`config.mk`:
```
export PLATFORM = sky130hd
export DESIGN_NAME = game_state_controller
export DESIGN_NICKNAME = d
export VERILOG_FILES = /design/src/rtl/game_state_controller.sv
export SDC_FILE = /design/constraint.sdc
export NUM_CORES = 1
export LEC_CHECK = 0
export CAP_MARGIN = 30
export CORE_ASPECT_RATIO = 1.5
export CORE_MARGIN = 8
export CORE_UTILIZATION = 35
export DETAILED_ROUTE_END_ITERATION = 8
export DONT_BUFFER_PORTS = 1
export GPL_ROUTABILITY_DRIVEN = 0
export GPL_TIMING_DRIVEN = 0
export PLACE_DENSITY_LB_ADDON = 0.2
export SLEW_MARGIN = 40
export SYNTH_ARGS = -nofsm -noshare
export SYNTH_HDL_FRONTEND = slang
export SYNTH_SLANG_ARGS = --single-unit
export TNS_END_PERCENT = 1
```
`constraint.sdc`:
```
create_clock -name clk -period 4.7 [get_ports clk]
set_input_delay 0.94 -clock clk [delete_from_list [all_inputs] [get_ports clk]]
set_output_delay 0.94 -clock clk [all_outputs]
set_load 0.1 [all_outputs]
```
`src/rtl/game_state_controller.sv`:
```
// game_state_controller: pinball frame supervisor turning pixel overlaps into per-frame collision pulses, and owning the game state, score, lives and pause; define GAME_CTRL_BONUS_LIFE_EN to award one bonus life per game at BONUS_SCORE
module game_state_controller #(
  parameter int NUM_OBJECTS = 4,
  parameter int LIVES = 3,
  parameter int SCORE_W = 16,
  parameter int POINTS = 10,
  parameter int LOST_DELAY_FRAMES = 60,
  parameter int BONUS_SCORE = 500
) (
  input  logic                   clk,
  input  logic                   resetN,
  input  logic                   startOfFrame,
  input  logic                   start_key,
  input  logic                   draw_smiley,
  input  logic                   draw_boarders,
  input  logic                   draw_bottom_boarder,
  input  logic                   draw_flipper,
  input  logic [NUM_OBJECTS-1:0] draw_objects,
  output logic                   collisionSmileyBorders,
  output logic                   collisionSmileyFlipper,
  output logic [NUM_OBJECTS-1:0] hit_objects,
  output logic [SCORE_W-1:0]     score,
  output logic [2:0]             lives,
  output logic                   pause,
  output logic                   game_over
);
  localparam logic [1:0] IDLE = 2'd0, PLAY = 2'd1, LOST = 2'd2, GAME_OVER = 2'd3;
  localparam int SW = SCORE_W + 32;
  localparam logic [SW-1:0] SCORE_MAX = {{32{1'b0}}, {SCORE_W{1'b1}}};
  logic [1:0] state, state_n;
  logic key_q, start_edge, restart, bonus;
  logic [7:0] lost_cnt, lost_cnt_n;
  logic border_f, flipper_f, bottom_f;
  logic [NUM_OBJECTS-1:0] obj_f;
  logic [4:0] hit_n;
  logic [SW-1:0] sum, score_sat;
  logic [SCORE_W-1:0] score_n;
  logic [2:0] lives_b, lives_n;
  assign restart = start_edge && (state == IDLE || state == GAME_OVER);
  assign sum = SW'(score) + SW'(POINTS) * SW'(hit_n);
  assign score_sat = sum > SCORE_MAX ? SCORE_MAX : sum;
  assign lives_b = bonus ? (lives == 3'd7 ? 3'd7 : lives + 3'd1) : lives;
`ifdef GAME_CTRL_BONUS_LIFE_EN
  logic bonus_armed;
  assign bonus = bonus_armed && SW'(score) < SW'(BONUS_SCORE) && score_sat >= SW'(BONUS_SCORE);
  // one bonus per game: disarm on award, rearm on every restart
  always_ff @(posedge clk or negedge resetN)
    if (!resetN) bonus_armed <= 1'b1;
    else if (restart) bonus_armed <= 1'b1;
    else if (startOfFrame && state == PLAY && bonus) bonus_armed <= 1'b0;
`else
  logic unused_bonus;
  assign bonus = 1'b0;
  assign unused_bonus = ^BONUS_SCORE;
`endif
  // number of obstacles hit during the closing frame
  always_comb begin
    hit_n = '0;
    for (int i = 0; i < NUM_OBJECTS; i++) hit_n = hit_n + 5'(obj_f[i]);
  end
  // game progression: restart beats the frame edge; frame edges score, lose balls and count down LOST
  always_comb begin
    state_n = state;
    score_n = score;
    lives_n = lives;
    lost_cnt_n = lost_cnt;
    if (restart) begin
      state_n = PLAY;
      score_n = '0;
      lives_n = 3'(LIVES);
    end else if (startOfFrame && state == PLAY) begin
      score_n = score_sat[SCORE_W-1:0];
      lives_n = lives_b - {2'b00, bottom_f};
      state_n = !bottom_f ? PLAY : lives_n == 3'd0 ? GAME_OVER : LOST;
      lost_cnt_n = 8'(LOST_DELAY_FRAMES);
    end else if (startOfFrame && state == LOST) begin
      lost_cnt_n = lost_cnt - 8'd1;
      state_n = lost_cnt == 8'd1 ? PLAY : LOST;
    end
  end
  // start key rising-edge detector; key assumed held across reset is not a press
  always_ff @(posedge clk or negedge resetN)
    if (!resetN) begin
      key_q <= 1'b1;
      start_edge <= 1'b0;
    end else begin
      key_q <= start_key;
      start_edge <= start_key & ~key_q;
    end
  // sticky overlap flags collected over one frame of play
  always_ff @(posedge clk or negedge resetN)
    if (!resetN) begin
      border_f <= 1'b0;
      flipper_f <= 1'b0;
      bottom_f <= 1'b0;
      obj_f <= '0;
    end else if (startOfFrame || restart) begin
      border_f <= 1'b0;
      flipper_f <= 1'b0;
      bottom_f <= 1'b0;
      obj_f <= '0;
    end else if (state == PLAY && draw_smiley) begin
      border_f <= border_f | draw_boarders;
      flipper_f <= flipper_f | draw_flipper;
      bottom_f <= bottom_f | draw_bottom_boarder;
      obj_f <= obj_f | draw_objects;
    end
  // one-cycle collision pulses at the frame edge; a restart discards the frame
  always_ff @(posedge clk or negedge resetN)
    if (!resetN) begin
      collisionSmileyBorders <= 1'b0;
      collisionSmileyFlipper <= 1'b0;
      hit_objects <= '0;
    end else begin
      collisionSmileyBorders <= startOfFrame && !restart && border_f;
      collisionSmileyFlipper <= startOfFrame && !restart && flipper_f;
      hit_objects <= startOfFrame && !restart ? obj_f : '0;
    end
  // registered state, score, lives and status outputs
  always_ff @(posedge clk or negedge resetN)
    if (!resetN) begin
      state <= IDLE;
      score <= '0;
      lives <= 3'(LIVES);
      lost_cnt <= '0;
      pause <= 1'b1;
      game_over <= 1'b0;
    end else begin
      state <= state_n;
      score <= score_n;
      lives <= lives_n;
      lost_cnt <= lost_cnt_n;
      pause <= state_n != PLAY;
      game_over <= state_n == GAME_OVER;
    end
endmodule

```
== After elaboration in Yosys (flattened, before gate mapping) ==
Index checks and enable logic that the tools add are counted.
Word-level totals
  logic and storage cells: 74
  input bits: 12
  output and inout bits: 27
  register bits: 46
Cells by class
  multiplexer cells: 22
  $lt $le $gt $ge: 1
  bitwise gates (word level): 7
  add/sub/neg operators: 6
  reductions and logical operators: 16
  multiply operators: 1
  eq/ne operators: 6
Operators with widths (number)
  16-bit two-way mux: 3
  16-bit by 9-bit adder with 17-bit output: 1
  17-bit by 16-bit > comparator with 1-bit output, second input constant: 1
  8-bit two-way mux: 2
  4-bit two-way mux: 3
  2-bit two-way mux: 5
  8-bit by 1-bit equality test with 1-bit output, second input constant: 1
  3-bit by 5-bit multiplier with 8-bit output, first input constant: 1
  8-bit by 1-bit subtractor with 8-bit output, second input constant: 1
  1-bit logical AND: 7
  1-bit two-way mux: 7
  2-bit equality test, second input constant: 3
  3-bit two-way mux: 2
  2-bit nonzero test: 3
  3-bit by 1-bit adder with 4-bit output: 1
  4-bit OR: 1
  2-bit by 1-bit adder with 3-bit output: 1
  3-bit zero test: 1
  1-bit OR: 3
  3-bit by 1-bit subtractor with 3-bit output: 1
  1-bit by 1-bit adder with 2-bit output: 1
  2-bit by 1-bit equality test with 1-bit output, second input constant: 1
  2-bit zero test: 1
  1-bit logical OR: 2
  other kinds (5): 6

== Logic depth before layout (Yosys ltp) ==
  word-level depth: 9
  mapped depth: 12
  gate-level depth less buffers: 11

== Worst setup path before layout ==
Ideal clock, no wire load.
  kind: register to register
  start: reg obj_f[0]
  end: reg score[11]
  buffers on the path: 0
  setup time: 0.087 ns
  slack: 1.629 ns
  arrival time: 2.983 ns
  cell stages (with the launch flop): 12
  required time: 4.613 ns
  clock period less this slack: 3.071 ns
  cells stage by stage: dfrtp_1 -> fa_1 -> ha_1 -> ha_1 -> ha_1 -> ha_1 -> ha_1 -> o21a_1 -> o31ai_2 -> a211oi_2 -> mux2_2 -> o211ai_1
On the way
  longest elaborated chain between the ends: 9
RTL lines
  start: declaration: RTL line 34  | logic [NUM_OBJECTS-1:0] obj_f;
  start signal: assignment: RTL line 106  | obj_f <= obj_f | draw_objects;
  1-bit by 1-bit adder with 2-bit output *: RTL line 59  | for (int i = 0; i < NUM_OBJECTS; i++) hit_n = hit_n + 5'(obj_f[i]);
  2-bit by 1-bit adder with 3-bit output *: RTL line 59
  3-bit by 1-bit adder with 4-bit output *: RTL line 59
  3-bit by 5-bit multiplier with 8-bit output *: RTL line 40  | assign sum = SW'(score) + SW'(POINTS) * SW'(hit_n);
  16-bit by 9-bit adder with 17-bit output *: RTL line 40
  17-bit by 16-bit > comparator with 1-bit output: RTL line 41  | assign score_sat = sum > SCORE_MAX ? SCORE_MAX : sum;
  16-bit two-way mux *: RTL line 41
  16-bit two-way mux *: RTL line 71  | end else if (startOfFrame && state == PLAY) begin
  16-bit two-way mux *: RTL line 67  | if (restart) begin
  end signal: assignment: RTL line 130  | score <= score_n;
  end: declaration: RTL line 22  | output logic [SCORE_W-1:0] score,
Mark *: on every way between the ends. The rest lies on a longest branch, timed or not. The select of a mux whose other input is x is not followed.
A chain may end at the register's enable or synchronous reset.

== Worst setup path after layout ==
Ends and elaborated chain as after synthesis.

==> impl_metrics.json <==
{
  "synth_warnings": 0,
  "slew_violations": 0,
  "slew_headroom_pct": 41.32,
  "synth_ff_type": "dfrtp_1",
  "syn_inst": 255,
  "tns_ns": 0,
  "ios": 39,
  "ys_top_cells_by_count": "42 x dfrtp_1, 28 x nand2_1, 20 x nor2_1, 19 x a21oi_1, 18 x ha_1",
  "vias": 1870,
  "worstMarginPinSlew_ns": 0.8809,
  "dieArea_mm2": 0.01019,
  "drtPass1Iterations": 4,
  "power_density_mw_per_mm2": 544.8,
  "fmax_mhz": 294.3,
  "antenna_cells": 0,
  "coreArea_mm2": 0.007084,
  "grt_first_pass_wirelength_um": 10060,
  "yosysTopAreaCell": "dfrtp_1",
  "p_comb_share_pct": 25.5,
  "post_cts_buffers": 0,
  "antenna_found_initial": 0,
  "synth_edf_count": 0,
  "cts.repair.resized": 0,
  "dp_slack_ns": 1.295,
  "grt_max_degree": 47,
  "ys_seq_area_share_pct": 46.08,
  "cpMostUsedCell": "ha_1",
  "yosys.area.top_type_share_pct": 41.90,
  "seq_power_share_pct": 53.9,
  "cts_sinks": 46,
  "crit_path_max_incr_delay_ns": 0.49,
  "min_period_over_period_pct": 72.28,
  "drt_iter0_markers": 95,
  "synth_area_mm2": 0.002509,
  "async_reset_ff_share_pct": 100.0,
  "crit_fanout": 10,
  "stdcell_area_mm2": 0.002744,
  "grt_usage_pct": 12.62,
  "num_rows": 38,
  "drv_cap": 0,
  "drc": 0,
  "postCtsHoldBufs": 0,
  "total_power_uw": 1495,
  "worst-endpoint-arrival_ns": 3.57,
  "worstSkewPairLatency_ns": 0.31,
  "layout_setup_ws_ns": 1.303,
  "cts_buffers": 5,
  "dpl.hpwl_um": 4480,
  "worst_ir_drop_vdd_mv": 0.2360,
  "via_per_inst": 5.452,
  "ant_nets": 0,
  "critPathLaunchType": "flip-flop",
  "grt_pass1_vias": 1966,
  "synth_top_cells_by_area": "dfrtp_1 42%, ha_1 9.0%, dfstp_2 4.2%",
  "setup_viol": 0,
  "die_y_um": 119.7,
  "power_frac_clock_pct": 20.5,
  "outcome": "complete, no violations",
  "p_sw_share_pct": 47.57,
  "cpMaxStageDelayCell": "fa_1",
  "synth_area_per_cell_um2": 9.838,
  "start_util_pct": 35.41,
  "finalWirelength_um": 5988,
  "die_width_um": 85.13,
  "overflow": 0,
  "cp-end-kind": "flip-flop",
  "wl_per_cell_um": 17.46,
  "rsz0062_at_grt": "no",
  "finalHoldViolations": 0,
  "area_growth_pct": 9.376,
  "h-tree-depth": 2,
  "nets": 294,
  "drive_gt1_share_pct": 15.59,
  "synth_fp_nets": 287,
  "fin_crit_ns": 3.397,
  "port_buffers": 0,
  "clockBufferDepth": 2,
  "hold_class": "in -> async",
  "tritoncts": "done",
  "post_dp_cell_area_mm2": 0.002629,
  "switchingPower_uw": 711.0,
  "cp.required_ns": 4.87,
  "path_cells": "fa_1 > ha_1 > ha_1 > ha_1 > ha_1 > ha_1 > a21o_1 > a21oi_1 > a21bo_2 > nand3_1 > buf_2 > o211ai_1",
  "p_leak_uw": 0.001234,
  "cts_root_buf": "clkbuf_8",
  "yosysMostFrequentCell": "dfrtp_1",
  "p_int_uw": 783.8,
  "hold_ws_ns": 0.3162,
  "ys_ff_latch": 46,
  "critPathKind": "reg -> reg",
  "ys_types": 47,
  "skew_ns": 0.01172,
  "cts.clk_slew.worst_paths_ns": 0.10
}
-- cells in the final DEF, fill, tap and decap left out, types with 11 or more instances in the layout --
master,Yosys,final
a21oi_1,19,19
dfrtp_1,42,25
dfrtp_2,0,17
ha_1,18,18
inv_1,12,12
nand2_1,28,28
nand3_1,13,13
nor2_1,20,20
o21ai_0,11,11
-- power groups by stage --
stage                     combinational, µW  clock (µW)  sequential (µW)
after floorplan                         301           0              792
after global placement                  381           0              812
after detailed placement                387           0              817
after CTS                               387         318              810
after global routing                    445         333              820
final                                   382         307              806
-- per-layer routing --
metal	wire, µm	up-vias	track usage [%]
met5	0	-	0
met4	82	0	4.703
met3	297	7	3.285
met2	3254	31	23.45
met1	2353	914	13.09
li1	-	918	-
-- critical path: cells and delay by family (launching register included) --
kind	cells	cell delay, ns
flip-flops	1	0.42
adder cells (fa/ha/maj)	6	1.63
buffers and inverters	1	0.26
AO/OA/AOI/OAI	4	0.76
AND/OR/NAND/NOR	1	0.18
-- registers in the layout, summed over array words and instances (netlist names), 2 cells and up --
signal       count
score           16
state            2
lost_cnt         8
obj_f            4
hit_objects      4
lives            3
-- area by class of cell --
class | instances | area, µm²
fill | 724 | 4340
multi-input combinational | 189 | 1274
sequential | 46 | 1177
tap | 80 | 100.1
clock buffer | 5 | 68.82
clock inverter | 3 | 45.04
inverter | 12 | 45.04
buffer | 8 | 33.78
-- cell families (layout without fill, tap and decap cells) --
group / Yosys count / count (layout) / share of synthesized area (%)
flops: 46 / 46 / 46.08
simple gates: 101 / 101 / 20.80
fa+ha+maj: 20 / 20 / 10.57
compound gates: 55 / 55 / 14.66
mux: 3 / 3 / 1.247
buf+inv: 20 / 28 / 3.142
xor+xnor: 10 / 10 / 3.492
-- per-stage QoR --
| step | std cells | util, % |
|---|---|---|
| floorplan | 255 | - |
| global placement | 335 | 36.82 |
| detailed placement | 335 | 37.11 |
| CTS | 343 | 38.71 |
| global route | 343 | 38.73 |
| finish | 343 | 38.73 |
-- path summary, 6_finish.rpt --
path / from / end / slack (ns) / depth (start not counted)
worst min register to register: key_q / start_edge / 0.49 / 1
worst min-delay path: resetN / score[0] / 0.32 / 0
min in group clk: key_q / start_edge / 0.49 / 1
worst max register to register: obj_f[0] / score[11] / 1.30 / 12
max in group asynchronous: resetN / pause / 4.19 / 0
worst max-delay path: obj_f[0] / score[11] / 1.30 / 12
Note: power is estimated with default switching activity, not from simulation.
